===== config.mk =====
export PLATFORM = sky130hd
export DESIGN_NAME = sprite_blit
export DESIGN_NICKNAME = d
export VERILOG_FILES = /design/src/rtl/sprite_blit_pkg.sv /design/src/rtl/sprite_blit_addr_gen.sv /design/src/rtl/sprite_blit.sv
export SDC_FILE = /design/constraint.sdc
export NUM_CORES = 1
export LEC_CHECK = 0
export CAP_MARGIN = 10
export CORE_MARGIN = 2
export CORE_UTILIZATION = 40
export DETAILED_ROUTE_END_ITERATION = 12
export SETUP_SLACK_MARGIN = 0.5
export SYNTH_ARGS = -nofsm -noshare
export SYNTH_HDL_FRONTEND = slang
export SYNTH_HIERARCHICAL = 1
export SYNTH_SLANG_ARGS = --single-unit

===== constraint.sdc =====
create_clock -name clk -period 5.1 [get_ports clk]
set_input_delay 0.765 -clock clk [delete_from_list [all_inputs] [get_ports clk]]
set_output_delay 0.765 -clock clk [all_outputs]
set_load 0.01 [all_outputs]

===== src/rtl/sprite_blit_pkg.sv =====
// Shared types and defaults for the sprite blitter.
// SPRITE_BLIT_TRANSPARENT_EN enables the color-key drop in sprite_blit.
package sprite_blit_pkg;

   localparam int FB_W_DEF = 640;
   localparam int FB_H_DEF = 480;

   typedef logic [11:0] color_t;

   localparam color_t TRANSPARENT_COLOR = 12'hF0F;

   typedef enum logic [1:0] {
      IDLE,
      RUN,
      DRAIN,
      FIN
   } state_t;

   typedef struct packed {
      logic        valid;
      logic        clip;
      logic [18:0] addr;
   } s1_t;

   typedef struct packed {
      logic        valid;
      logic [18:0] addr;
      color_t      data;
   } s2_t;

endpackage


===== src/rtl/sprite_blit_addr_gen.sv =====
// Sprite scan counters plus ROM and framebuffer address products.
// Also flags pixels that fall outside the framebuffer.
module blit_addr_gen
   import sprite_blit_pkg::*;
#(
   parameter int SPR_W = 52,
   parameter int SPR_H = 321,
   parameter int FB_W  = FB_W_DEF,
   parameter int FB_H  = FB_H_DEF
) (
   input  logic        clk,
   input  logic        rst,
   input  logic        clr,
   input  logic        adv,
   input  logic [9:0]  dx,
   input  logic [8:0]  dy,
   output logic [14:0] rom_addr,
   output logic [18:0] fb_addr,
   output logic        clip,
   output logic        last
);

   logic [9:0]  sx;
   logic [8:0]  sy;
   logic [10:0] col;
   logic [9:0]  row;
   logic        row_end;

   assign row_end = (sx == 10'(SPR_W - 1));
   assign last    = row_end && (sy == 9'(SPR_H - 1));

   always_ff @(posedge clk) begin
      if (rst || clr) begin
         sx <= '0;
         sy <= '0;
      end else if (adv) begin
         if (last) begin
            sx <= '0;
            sy <= '0;
         end else if (row_end) begin
            sx <= '0;
            sy <= sy + 9'd1;
         end else begin
            sx <= sx + 10'd1;
         end
      end
   end

   // widened sums so a sprite hanging off the edge never wraps back in
   assign col = {1'b0, dx} + {1'b0, sx};
   assign row = {1'b0, dy} + {1'b0, sy};

   assign clip     = (col >= 11'(FB_W)) || (row >= 10'(FB_H));
   assign rom_addr = 15'(sx) + 15'(sy) * 15'(SPR_W);
   assign fb_addr  = 19'(row) * 19'(FB_W) + 19'(col);

endmodule


===== src/rtl/sprite_blit.sv =====
// Sprite blitter: ROM read pipeline with stall skid and clipping.
// SPRITE_BLIT_TRANSPARENT_EN drops pixels equal to TRANSPARENT_COLOR.
module sprite_blit
   import sprite_blit_pkg::*;
#(
   parameter int SPR_W = 52,
   parameter int SPR_H = 321,
   parameter int FB_W  = FB_W_DEF,
   parameter int FB_H  = FB_H_DEF
) (
   input  logic        clk,
   input  logic        rst,
   input  logic        start,
   input  logic [9:0]  dst_x,
   input  logic [8:0]  dst_y,
   output logic [14:0] rom_addr,
   input  logic [11:0] rom_data,
   output logic        fb_we,
   output logic [18:0] fb_addr,
   output logic [11:0] fb_data,
   input  logic        fb_ready,
   output logic        busy,
   output logic        done
);

   state_t      state;
   logic [9:0]  dx;
   logic [8:0]  dy;
   s1_t         s1;
   s2_t         s2;
   s2_t         skid;
   logic [18:0] pix_addr;
   logic        clip;
   logic        last;
   logic        stall;
   logic        issue;
   logic        live;

   assign stall = s2.valid && !fb_ready;
   assign issue = (state == RUN) && !stall;

`ifdef SPRITE_BLIT_TRANSPARENT_EN
   assign live = s1.valid && !s1.clip && (rom_data != TRANSPARENT_COLOR);
`else
   assign live = s1.valid && !s1.clip;
`endif

   blit_addr_gen #(
      .SPR_W (SPR_W),
      .SPR_H (SPR_H),
      .FB_W  (FB_W),
      .FB_H  (FB_H)
   ) u_addr (
      .clk      (clk),
      .rst      (rst),
      .clr      (state == IDLE && start),
      .adv      (issue),
      .dx       (dx),
      .dy       (dy),
      .rom_addr (rom_addr),
      .fb_addr  (pix_addr),
      .clip     (clip),
      .last     (last)
   );

   always_ff @(posedge clk) begin
      if (rst) begin
         state <= IDLE;
         busy  <= 1'b0;
         done  <= 1'b0;
         dx    <= '0;
         dy    <= '0;
         s1    <= '0;
         s2    <= '0;
         skid  <= '0;
      end else begin
         done     <= 1'b0;
         s1.valid <= issue;
         if (issue) begin
            s1.clip <= clip;
            s1.addr <= pix_addr;
         end
         // the word returning in the first stall cycle parks in skid
         if (!stall) begin
            if (skid.valid) begin
               s2         <= skid;
               skid.valid <= 1'b0;
            end else if (live) begin
               s2 <= '{valid: 1'b1, addr: s1.addr, data: rom_data};
            end else begin
               s2.valid <= 1'b0;
            end
         end else if (live) begin
            skid <= '{valid: 1'b1, addr: s1.addr, data: rom_data};
         end
         unique case (state)
            IDLE: begin
               if (start) begin
                  dx    <= dst_x;
                  dy    <= dst_y;
                  busy  <= 1'b1;
                  state <= RUN;
               end
            end
            RUN: begin
               if (issue && last) state <= DRAIN;
            end
            DRAIN: begin
               if (!s1.valid && !skid.valid && !stall) begin
                  done  <= 1'b1;
                  busy  <= 1'b0;
                  state <= FIN;
               end
            end
            FIN: state <= IDLE;
         endcase
      end
   end

   assign fb_we   = s2.valid;
   assign fb_addr = s2.addr;
   assign fb_data = s2.data;

endmodule


; Word-level counts from Yosys, hierarchy flattened
; Index checks and enable logic that the tools add are counted.
[word_totals]
regBits = 127
inputBits = 35
wordCells = 78
out_inout_bits = 49
[op_classes]
add_sub_neg = 6
multipliers = 2
eq_ne = 8
n_bitwise = 2
reduce_logical = 27
order_cmp = 2
mux = 15
[ops]
columns = op, count
row1 = $mux 32, 1
row2 = $mux 31, 1
row3 = $mux 10, 2
row4 = $add 19x11->19, 1
row5 = $mux 9, 2
row6 = $add 10x15->15, 1
row7 = $mul 9x4->13 const B, 1
row8 = $mul 10x3->12 const B, 1
row9 = $add 10x10->11, 1
row10 = $ge 11x10->1 const B, 1
row11 = $add 10x1->10 const B, 1
row12 = $add 9x9->10, 1
row13 = $eq 10x6->1 const B, 1
row14 = $ge 10x9->1 const B, 1
row15 = $add 9x1->9 const B, 1
row16 = $eq 9x9->1 const B, 1
row17 = $logic_and 1x1->1, 8
row18 = $pmux 2 s4, 1
row19 = $reduce_and 2->1, 4
row20 = $mux 2, 3
row21 = $reduce_and 3->1, 2
row22 = $reduce_bool 2->1, 3
row23 = $logic_not 1->1, 5
row24 = $eq 2x2->1 const B, 2
row25 = other kinds (9), 16

; Depth between registers and ports, before layout
[depth]
depth_word = 7
ltp_mapped = 18
mapped_depth_nobuf = 18

; By module
; The synthesis kept the hierarchy.
[modules_own_cells]
columns = module, n_inst, area_each_um2, cells_per_inst, seq_area_each_um2
row1 = sprite_blit, 1, 4072.7, 481, 2162.1
row2 = blit_addr_gen, 1, 3515.9, 428, 380.4

; Worst setup path after synthesis
; Ideal clock, no wire load.
[synth_path]
path_kind = register to output
from = register u_addr.sy[0]
to = output port rom_addr[14]
t_required_ps = 4335
setup_slack_ps = 1146
arrival_ps = 3189
n_path_buf = 0
path_stages_with_launch = 13
path_cell_list = dfxtp_1 inv_1 ha_1 ha_1 ha_1 fa_1 a21o_1 a31o_2 a2111oi_0 nor3_1 xor2_1 nand3_1 xnor2_1
[synth_via]
elab_chain_cells = 2
[synth_rtl]
columns = element, line
row1 = from (decl), sprite_blit_addr_gen.sv:24  ; logic [8:0] sy;
row2 = from (signal assigned), sprite_blit_addr_gen.sv:42  ; sy <= sy + 9'd1;
row3 = $mul 9x4->13, sprite_blit_addr_gen.sv:54  ; assign rom_addr = 15'(sx) + 15'(sy) * 15'(SPR_W);
row4 = $add 10x15->15, sprite_blit_addr_gen.sv:54
row5 = to (decl), sprite_blit.sv:16  ; output logic [14:0] rom_addr,
; Every way passes these cells.

; Worst setup path in the final report
[layout_path]
from = register u_addr.sy[1]
to = output port rom_addr[12]
; Same word-level chain as after synthesis.

==> flow_summary.yaml <==
outcome:
  outcome: "completed"
pwr:
  power.density_nw_per_um2: 357
  ir_worst_vdd_mv: 0.235
  total_power_mw: 3.33
  p_leak_nw: 3.80
worst_setup_path:
  end_kind: "output port"
  criticalPathCategory: "flip-flop to output port"
  crit_path_start_kind: "flip-flop"
  path_cells: "ha_1 > fa_2 > ha_1 > a211oi_2 > nor2_1 > a21oi_1 > ha_1 > or3_1 > o21ai_2 > a21oi_2 > nand3_1 > xor2_1 > clkdlybuf4s15_2"
  critPathArrivalTime_ps: 3730
  path_buf_inv: 1
  critPathMaxStageDelay_ps: 580
  crit_family: "adder cells"
  r2r_slack_ps: 950
  worstPathRequired_ps: 4340
  cpMostUsedCell: "ha_1"
  critical_path.max_fanout: 7
  slowest_stage: "fa_2"
route:
  drc: 0
  vias: 6150
  first_iter_violations: 371
  avgViaCountPerCell: 5.00
  wl_um: 17000
  ant_nets: 0
  wire_per_inst_um: 13.8
  drt_pass1_iterations: 4
synthesis:
  yosys.area.top_type: "dfxtp_1"
  yosys_most_used_dff: "dfxtp_1"
  synth_compound_area_frac: 0.171
  seq_area_frac_synth: 0.335
  ys_ff_latch: 127
  async_flop_share: 0
  syn_avg_cell_area_sq_um: 8.35
  ys_warn_count: 6
  synth_edf_count: 0
  muxShareOfSynthArea: 0.0448
  synth_top_area_share: 0.335
  yosysMostFrequentCell: "nand2_1"
  synth_area_leaders: "dfxtp_1 (34%), ha_1 (12%), nand2_1 (7.9%)"
  synth-simple-area-share: 0.178
  syn_nets: 1027
  synth.distinct_cells: 60
  synth_xor_xnor_area_share: 0.0747
  synth_fa_ha_area_frac: 0.148
  syn-cell-area_sq_um: 7590
  syn_inst: 909
  synth_top_family_by_area: "simple AND/OR/NAND/NOR gates"
  ys_top_cells_by_count: "nand2_1 (160), dfxtp_1 (127), a21oi_1 (95)"
grt:
  antenna_found_initial: 0
  grt_usage: 0.172
  grt_pass1_vias: 5689
  grt_overflow: 0
  grt_max_degree: 63
  grt_pass1_wl_um: 27900
clock_network:
  clock_latency_ps: 430
  cts_tree: "built"
  postCtsHoldBufs: 0
  cts.path.max_buffers: 2
  path_clk_slew_ps: 60
  cts.sinks: 127
  h-tree-depth: 4
  cts_buffers: 17
  clockRootBuffer: "clkbuf_16"
final_layout:
  finalNonFillerCells: 1229
  drive_gt1_frac: 0.0975
  fillers: 1831
  syn2layout_area_growth_pct: 23.1
  nets: 1100
  diodes: 0
  final_cell_area_sq_um: 9340
floorplanning:
  die_area_sq_um: 20100
  die_y_um: 142
  die_w_um: 142
  num_rows: 50
  pin_count: 84
  start_util: 0.407
  core_area_sq_um: 18600
timing:
  worst_pin_slew_ps: 1080
  final_hold_viol_count: 0
  slew_viol_final: 0
  fin_skew_ps: 9.77
  setup_tns_ps: 0
  rsz0062_at_grt: "true"
  fin_crit_sh: 0.881
  relSlewSlack: 0.282
  setup_viol: 0
  period_minus_slack_ps: 4500
  max_freq_mhz: 222
placed_design:
  place_inst: 1190
  place.gp.congestion: 0.837
  placed_cell_area_sq_um: 8570
  io_buffers: 83
  hpwl_um: 11900
run:
  cap_violations: 0
hold_path:
  hold_class: "flip-flop to flip-flop"
-- worst reg2reg max path, cell delays in order, from the launching register on --
cell and delay, ps:
dfxtp_4 370, ha_1 220, fa_1 400, a21o_1 210, a21oi_2 190, nor2_1 70, a211o_1 330, xor2_1 310
xor2_1 120, ha_1 370, o21a_1 200, o31a_1 110, o21ai_1 130, nand2b_1 100, a21o_1 190, a21oi_1 200
xor3_1 380, nand2_1 80, a21oi_1 50
-- power by group --
part           total (mW)  switching, mW  leakage (nW)  internal [mW]
Clock                1.24          0.508         0.289          0.734
Sequential           1.21         0.0841          1.04           1.12
Combinational       0.882          0.484          2.48          0.398
Total                3.33           1.08          3.80           2.25
-- final timing paths --
path,end,from,cells after the start
setup / recovery,rom_addr[12],u_addr/sy[1]$_SDFFE_PP0P_,13
hold / removal,skid[24]$_SDFFE_PP0P_,skid[24]$_SDFFE_PP0P_,2
setup reg to reg,s1[18]$_SDFFE_PP0P_,u_addr/sy[0]$_SDFFE_PP0P_,18
hold reg to reg,skid[24]$_SDFFE_PP0P_,skid[24]$_SDFFE_PP0P_,2
-- registers in the layout, summed over array words and instances, names as in the netlist --
signal     cells
u_addr/sy      9
fb_addr       19
state          2
fb_we          1
dx            10
fb_data       12
busy           1
u_addr/sx     10
skid          32
dy             9
done           1
s1            21
-- through the flow --
| stage | hold WS [ps] | setup WS, ps | util |
|---|---|---|---|
| after floorplan | 436 | 1150 | - |
| after global placement | 441 | 449 | 0.460 |
| after detailed placement | 446 | 418 | 0.460 |
| after CTS | 455 | 515 | 0.494 |
| after global routing | 467 | 454 | 0.501 |
| final | 453 | 605 | 0.501 |
-- layout make-up --
cell class	count	area [sq um]	share of cell area
multi-input cells	691	4790	0.512
flip-flops and latches	127	2560	0.274
well taps	234	293	0.0313
repair buffers	97	922	0.0987
clock inverters	15	173	0.0185
inverters	48	180	0.0193
clock buffers	17	425	0.0455
-- cell families (layout without fill, tap and decap cells) --
family          after synthesis  after routing
xor+xnor                     63             63
flops                       127            127
compound gates              205            205
fa+ha+maj                    83             83
mux                          34             34
simple gates                306            306
buf+inv                      91            177
-- repair_timing --
item                       in CTS  in global routing
setup endpoints to repair       7                  8
gates resized for setup        23                 32
pin swaps                       1                  6
buffers inserted                1                  6
-- per-layer routing --
metal | GRT usage | up-vias | routed length, um
met5 | 0 | - | 0
met3 | 0.0408 | 22 | 511
met1 | 0.238 | 2774 | 8720
met4 | 0.0574 | 0 | 297
li1 | - | 3258 | -
met2 | 0.264 | 96 | 7480
-- layout by cell type, fill, tap and decap left out, drive strengths merged, types with 11 or more instances in the layout --
| master | n |
|---|---|
| a211oi | 36 |
| a21o | 11 |
| a21oi | 99 |
| buf | 16 |
| clkbuf | 19 |
| clkdlybuf4s50 | 76 |
| dfxtp | 127 |
| fa | 11 |
| ha | 72 |
| inv | 55 |
| mux2i | 34 |
| nand2 | 160 |
| nand3 | 14 |
| nor2 | 76 |
| nor3 | 11 |
| o21ai | 23 |
| xnor2 | 42 |
| xor2 | 20 |
Note: power is estimated with default switching activity, not from simulation.
